===== src/rtl/multicycle_ctrl_fsm.sv =====
// Multi-cycle RV32I control sequencer: FETCH/DECODE/EXEC/MEM/WB with LSU handshake, MEM timeout and sticky trap.
// Optional retired-instruction counter when CTRL_FSM_PERF_EN is defined.
//   state  | meaning
//   FETCH  | inst_ready high, wait for inst_valid
//   DECODE | register control fields from latched inst, detect illegal/ebreak
//   EXEC   | one cycle, choose MEM or WB
//   MEM    | lsu_req high, wait lsu_done or timeout
//   WB     | pc_wr / reg_wr_en strobes
//   TRAP   | sticky halt, exit only via reset
module multicycle_ctrl_fsm #(
    parameter int unsigned MEM_WAIT_MAX = 255,
    parameter int unsigned CNT_W        = 16
) (
    input  logic        clk,
    input  logic        rst_n,
    input  logic [31:0] inst,
    input  logic        inst_valid,
    output logic        inst_ready,
    output logic        lsu_req,
    input  logic        lsu_done,
    output logic [2:0]  ExtOP,
    output logic        RegWr,
    output logic        ALUAsrc,
    output logic [1:0]  ALUBsrc,
    output logic [3:0]  ALUctr,
    output logic [2:0]  Branch,
    output logic        MemtoReg,
    output logic        MemWr,
    output logic [2:0]  MemOP,
    output logic        reg_wr_en,
    output logic        pc_wr,
    output logic        trap,
    output logic [1:0]  trap_cause
`ifdef CTRL_FSM_PERF_EN
    ,output logic [31:0] retired
`endif
);
    typedef enum logic [2:0] {S_FETCH, S_DECODE, S_EXEC, S_MEM, S_WB, S_TRAP} state_t;
    localparam logic [CNT_W-1:0] LP_CNT_LAST = CNT_W'(MEM_WAIT_MAX - 1);

    state_t r_state, w_next;
    logic [31:0] r_inst;
    logic [CNT_W-1:0] r_cnt;
    logic r_inst_ready, r_regwr, r_alua, r_memtoreg, r_memwr;
    logic [2:0] r_extop, r_branch, r_memop;
    logic [1:0] r_alub, r_cause, w_cause;
    logic [3:0] r_aluctr;
    logic w_accept;

    logic [6:0] w_opc, w_f7;
    logic [2:0] w_f3, w_extop, w_branch, w_memop;
    logic [1:0] w_alub;
    logic [3:0] w_aluctr;
    logic w_regwr, w_alua, w_memtoreg, w_memwr, w_illegal, w_ebreak;

    assign w_opc    = r_inst[6:0];
    assign w_f3     = r_inst[14:12];
    assign w_f7     = r_inst[31:25];
    assign w_accept = (r_state == S_FETCH) && inst_valid && r_inst_ready;

    always_comb begin
        w_extop = 3'b000; w_regwr = 1'b0; w_alua = 1'b0; w_alub = 2'b00;
        w_aluctr = 4'b0000; w_branch = 3'b000; w_memtoreg = 1'b0; w_memwr = 1'b0;
        w_memop = 3'b000; w_illegal = 1'b0; w_ebreak = 1'b0;
        case (w_opc)
            7'b0010011: begin
                w_alub = 2'b01; w_regwr = 1'b1;
                w_aluctr = {r_inst[30] & (w_f3 == 3'b101), w_f3};
                if (w_f3 == 3'b001 && w_f7 != 7'b0000000) w_illegal = 1'b1;
                if (w_f3 == 3'b101 && w_f7 != 7'b0000000 && w_f7 != 7'b0100000) w_illegal = 1'b1;
            end
            7'b0110011: begin
                w_regwr = 1'b1; w_aluctr = {r_inst[30], w_f3};
                // the alternate func7 only exists for sub and sra
                if (!(w_f7 == 7'b0000000 ||
                      (w_f7 == 7'b0100000 && (w_f3 == 3'b000 || w_f3 == 3'b101))))
                    w_illegal = 1'b1;
            end
            7'b0110111: begin
                w_extop = 3'b001; w_alub = 2'b01; w_aluctr = 4'b1111; w_regwr = 1'b1;
            end
            7'b0010111: begin
                w_extop = 3'b001; w_alua = 1'b1; w_alub = 2'b01; w_regwr = 1'b1;
            end
            7'b1101111: begin
                w_extop = 3'b100; w_alua = 1'b1; w_alub = 2'b10; w_branch = 3'b001; w_regwr = 1'b1;
            end
            7'b1100111: begin
                w_alua = 1'b1; w_alub = 2'b10; w_branch = 3'b010; w_regwr = 1'b1;
                if (w_f3 != 3'b000) w_illegal = 1'b1;
            end
            7'b1100011: begin
                w_extop = 3'b011;
                case (w_f3)
                    3'b000:  begin w_branch = 3'b100; w_aluctr = 4'b1000; end
                    3'b001:  begin w_branch = 3'b101; w_aluctr = 4'b1000; end
                    3'b100:  begin w_branch = 3'b110; w_aluctr = 4'b0010; end
                    3'b101:  begin w_branch = 3'b111; w_aluctr = 4'b0010; end
                    3'b110:  begin w_branch = 3'b110; w_aluctr = 4'b0011; end
                    3'b111:  begin w_branch = 3'b111; w_aluctr = 4'b0011; end
                    default: w_illegal = 1'b1;
                endcase
            end
            7'b0000011: begin
                w_alub = 2'b01; w_memtoreg = 1'b1; w_regwr = 1'b1; w_memop = w_f3;
                if (w_f3 == 3'b011 || w_f3 == 3'b110 || w_f3 == 3'b111) w_illegal = 1'b1;
            end
            7'b0100011: begin
                w_extop = 3'b010; w_alub = 2'b01; w_memwr = 1'b1; w_memop = w_f3;
                if (w_f3 > 3'b010) w_illegal = 1'b1;
            end
            7'b1110011: begin
                if (r_inst == 32'h0010_0073) w_ebreak = 1'b1;
                else                         w_illegal = 1'b1;
            end
            default: w_illegal = 1'b1;
        endcase
    end

    always_ff @(posedge clk or negedge rst_n) begin
        if (!rst_n) r_state <= S_FETCH;
        else        r_state <= w_next;
    end

    always_comb begin
        w_next  = r_state;
        w_cause = 2'b00;
        case (r_state)
            S_FETCH:  if (w_accept) w_next = S_DECODE;
            S_DECODE: begin
                if (w_ebreak)       begin w_next = S_TRAP; w_cause = 2'b10; end
                else if (w_illegal) begin w_next = S_TRAP; w_cause = 2'b01; end
                else                w_next = S_EXEC;
            end
            S_EXEC:   w_next = (r_memtoreg | r_memwr) ? S_MEM : S_WB;
            S_MEM: begin
                if (lsu_done)                  w_next = S_WB;
                else if (r_cnt == LP_CNT_LAST) begin w_next = S_TRAP; w_cause = 2'b11; end
            end
            S_WB:     w_next = S_FETCH;
            S_TRAP:   w_next = S_TRAP;
            default:  w_next = S_FETCH;
        endcase
    end

    always_comb begin
        lsu_req   = (r_state == S_MEM);
        pc_wr     = (r_state == S_WB);
        reg_wr_en = (r_state == S_WB) & r_regwr;
        trap      = (r_state == S_TRAP);
    end

    always_ff @(posedge clk or negedge rst_n) begin
        if (!rst_n) begin
            r_inst_ready <= 1'b0; r_inst <= '0; r_cnt <= '0; r_cause <= 2'b00;
            r_extop <= 3'b000; r_regwr <= 1'b0; r_alua <= 1'b0; r_alub <= 2'b00;
            r_aluctr <= 4'b0000; r_branch <= 3'b000; r_memtoreg <= 1'b0;
            r_memwr <= 1'b0; r_memop <= 3'b000;
        end else begin
            r_inst_ready <= (w_next == S_FETCH);
            if (w_accept) r_inst <= inst;
            if (r_state == S_DECODE) begin
                r_extop <= w_extop; r_regwr <= w_regwr; r_alua <= w_alua; r_alub <= w_alub;
                r_aluctr <= w_aluctr; r_branch <= w_branch; r_memtoreg <= w_memtoreg;
                r_memwr <= w_memwr; r_memop <= w_memop;
            end
            if (r_state == S_MEM && w_next == S_MEM) r_cnt <= r_cnt + 1'b1;
            else                                     r_cnt <= '0;
            if (r_state != S_TRAP && w_next == S_TRAP) r_cause <= w_cause;
        end
    end

`ifdef CTRL_FSM_PERF_EN
    logic [31:0] r_retired;
    always_ff @(posedge clk or negedge rst_n) begin
        if (!rst_n)                r_retired <= '0;
        else if (r_state == S_WB)  r_retired <= r_retired + 32'd1;
    end
    assign retired = r_retired;
`endif

    assign inst_ready = r_inst_ready;
    assign trap_cause = r_cause;
    assign ExtOP      = r_extop;
    assign RegWr      = r_regwr;
    assign ALUAsrc    = r_alua;
    assign ALUBsrc    = r_alub;
    assign ALUctr     = r_aluctr;
    assign Branch     = r_branch;
    assign MemtoReg   = r_memtoreg;
    assign MemWr      = r_memwr;
    assign MemOP      = r_memop;

endmodule

===== config.mk =====
export PLATFORM = sky130hd
export DESIGN_NAME = multicycle_ctrl_fsm
export DESIGN_NICKNAME = d
export VERILOG_FILES = /design/src/rtl/multicycle_ctrl_fsm.sv
export SDC_FILE = /design/constraint.sdc
export NUM_CORES = 1
export LEC_CHECK = 0
export BUFFER_PORTS_ARGS = -buffer_cell sky130_fd_sc_hd__buf_4
export CAP_MARGIN = 5
export CORE_UTILIZATION = 30
export CTS_BUF_LIST = sky130_fd_sc_hd__clkbuf_4
export DETAILED_ROUTE_END_ITERATION = 7
export GPL_TIMING_DRIVEN = 1
export PLACE_DENSITY_LB_ADDON = 0.2
export SYNTH_ARGS = -nofsm -noshare
export SYNTH_HDL_FRONTEND = slang
export SYNTH_SLANG_ARGS = --single-unit
export TNS_END_PERCENT = 10

===== constraint.sdc =====
create_clock -name clk -period 2.7 [get_ports clk]
set_clock_uncertainty 0.15 [all_clocks]
set_input_delay 0.135 -clock clk [delete_from_list [all_inputs] [get_ports clk]]
set_output_delay 0.135 -clock clk [all_outputs]
set_load 0.03 [all_outputs]

==> results_dict.tcl <==
set metrics [dict create \
    outcome "complete, no violations" \
    power.combinational.fraction_pct 33.2 \
    ys.flop_type "sky130_fd_sc_hd__dfrtp_1" \
    synth-edff-count 0 \
    hold_viol_final 0 \
    layout.cells.most_common "sky130_fd_sc_hd__dfrtp_1" \
    finalCritPeriodShare_pct 87.93 \
    critPathCaptureType "register" \
    cts-hold-fix-buffers 33 \
    p_per_area_nw_per_um2 825.6 \
    syn-instance-count 321 \
    path_class "reg -> reg" \
    drt_pre_antenna_iters 4 \
    yosys_register_bits 73 \
    largest_net_degree_at_the_start_of_global_routing 74 \
    ys_async_sr_fraction_pct 100.0 \
    cts_made_buffers 9 \
    htree_levels 3 \
    power_frac_clock_pct 18.3 \
    type_of_element_launching_the_critical_path "register" \
    min_period_ns 2.374 \
    clkSinkCount 73 \
    drt-initial-drc-count 121 \
    crit_required_ns 2.84 \
    via_count 2689 \
    standard_cell_rows 38 \
    die-width_um 109.3 \
    cellInternalPower_uw 2330 \
    syn-cell-area_sq_um 3451 \
    placement.io_buffers 61 \
    fmaxAchievable_mhz 421.2 \
    grt.met1_usage_pct 21.23 \
    route.detailed.wl_per_inst_um 14.62 \
    initial_core_utilization_pct 31.28 \
    globalRoute.busiestLayer "met2" \
    grt_pass1_wl_um 13760 \
    synthDistinctLibCells 54 \
    syn_avg_cell_area_sq_um 10.75 \
    route.antenna.remaining_nets 0 \
    clk_lat_worst_skew_ns 0.40 \
    cellLeakagePower_uw 0.001954 \
    synth.yosys.seq_area_share_pct 52.94 \
    power.switching_uw 1388 \
    cts_tree "yes" \
    place_hpwl_um 5553 \
    ctsRootBufferMaster "sky130_fd_sc_hd__clkbuf_4" \
    gr-usage-met3_pct 3.048 \
    design.die.area_sq_um 11940 \
    number_of_endpoints_failing_setup_at_the_final_stage 0 \
    syn_nets 359 \
    setup_repair_after_global_routing_missed_its_margin "no" \
    timing.setup.tns_ns 0 \
    area_growth_syn_to_layout_pct 30.49 \
    ys.warnings.count 0 \
    grt_pass1_vias 2753 \
    initial_antenna_violation_count 0 \
    cts_setup_buffers 0 \
    avgViaCountPerCell 4.828 \
    floorplan.die.height_um 109.3 \
    pwr-share-seq_pct 48.5 \
    gr-usage-all-layers_pct 15.11 \
    cts.reportedPaths.clkPinSlew_ns 0.11 \
    layout.cells.most_common_list "73 x sky130_fd_sc_hd__dfrtp_1, 64 x sky130_fd_sc_hd__buf_4, 33 x sky130_fd_sc_hd__dlygate4sd3_1" \
    largest_driver_fanout_on_the_critical_path 13 \
    pin_slew_with_the_least_headroom_to_its_limit_ns 0.9351 \
    post-route-util_pct 40.82 \
    globalRouteOverflowTotal 0 \
    cts_repair_resized_insts 0 \
    maxCapViolations 0 \
    final_net_count 450 \
    arrival_ns 2.51 \
    area_of_the_core_sq_um 11030 \
    detail_route.drc_violations 0 \
    report.final.slew_viol_count 0 \
    clockBufferDepth 2 \
    hold_path.class "in -> reg" \
    ir_worst_vdd_mv 0.4515 \
    post_route_wl_um 8143 \
    final_layout_size_suffix_gt1_share_pct 27.10 \
    p_sw_share_pct 37.33 \
    antenna_cells_inserted 0 \
    max_slew_margin_pct 37.66 \
    routabilityCongestion 0.7873 \
    global_route.usage.met2_pct 22.64 \
    top_level_ports 62 \
]
## cell usage after synthesis (6+ instances only)
cell type                  number  share of area (%)
sky130_fd_sc_hd__xnor2_1        8                2.0
sky130_fd_sc_hd__clkbuf_1      11                1.2
sky130_fd_sc_hd__inv_1          8               0.87
sky130_fd_sc_hd__mux2_2        31                 10
sky130_fd_sc_hd__and3_1         6                1.1
sky130_fd_sc_hd__nor2_1        30                3.3
sky130_fd_sc_hd__nor4_1         8                1.5
sky130_fd_sc_hd__o21ai_0       16                2.3
sky130_fd_sc_hd__nand2_1       27                2.9
sky130_fd_sc_hd__dfrtp_1       73                 53
sky130_fd_sc_hd__xor2_1         7                1.8
sky130_fd_sc_hd__nor3_1         6               0.87
sky130_fd_sc_hd__nand3_1       14                2.0
## registers in the layout, indices dropped and copies added (netlist names)
name,cells
MemWr,1
MemtoReg,1
trap_cause,2
ALUAsrc,1
Branch,3
r_inst,32
inst_ready,1
r_cnt,16
r_state,3
RegWr,1
ExtOP,3
ALUctr,4
ALUBsrc,2
MemOP,3
## final cells by class
| class | count | area (sq um) |
|---|---|---|
| Clock buffer | 12 | 90.09 |
| Clock inverter | 4 | 43.79 |
| Fill cell | 1091 | 6528 |
| Inverter | 8 | 30.03 |
| Multi-Input combinational cell | 223 | 1526 |
| Sequential cell | 73 | 1827 |
| Tap cell | 140 | 175.2 |
| Timing Repair Buffer | 97 | 810.8 |
## critical path: stages (launching register included)
cell and delay (ns):
sky130_fd_sc_hd__dfrtp_1 0.52, sky130_fd_sc_hd__nand2b_1 0.23, sky130_fd_sc_hd__a221oi_2 0.27, sky130_fd_sc_hd__o21ai_1 0.11
sky130_fd_sc_hd__or4_1 0.56, sky130_fd_sc_hd__a2111o_1 0.43
## stage by stage
stage               total power (uW)  instance area [sq um]  worst slack, ns  hold slack, ns  cells
floorplan                       2605                   3451           0.5996         -0.3106    321
global placement                3000                   4039           0.3838          0.1890    508
detailed placement              3032                   4039           0.3432          0.1963    508
CTS                             3762                   4503           0.3234         0.09322    557
global route                    4010                   4503           0.1120          0.1465    557
finish                          3718                   4503           0.3259          0.1211    557
## per-layer routing
metal	up-vias	share of wire [%]
li1	1336	-
met1	1290	49
met2	56	45
met3	7	4.1
met4	0	1.1
met5	-	0
## worst paths after layout
kind                           start         end  slack [ns]  cells past startpoint
max in group asynchronous      rst_n   ALUctr[0]        1.55                      2
min in group asynchronous      rst_n  r_inst[17]        0.26                      2
hold reg to reg            Branch[2]   Branch[2]        0.34                      2
hold / removal              lsu_done  r_state[2]        0.12                      4
setup / recovery           r_inst[4]  r_state[0]        0.33                      5
setup reg to reg           r_inst[4]  r_state[0]        0.33                      5
## cell families after synthesis
group | after synthesis | share of synthesized area [%]
adder cells (fa/ha/maj) | 2 | 0.7250
buffers and inverters | 25 | 3.082
AO/OA/AOI/OAI | 48 | 9.573
AND/OR/NAND/NOR | 127 | 19.76
XOR/XNOR | 15 | 3.807
multiplexers | 31 | 10.12
flip-flops | 73 | 52.94
## power by group through the flow
| stage | Combinational, uW | Clock (uW) | Sequential (uW) |
|---|---|---|---|
| final | 1230 | 681 | 1800 |
| after floorplan | 904 | 0 | 1700 |
| after CTS | 1250 | 714 | 1800 |
| after global placement | 1200 | 0 | 1800 |
| after global routing | 1380 | 768 | 1870 |
| after detailed placement | 1210 | 0 | 1820 |
Note: power is estimated with default switching activity, not from simulation.
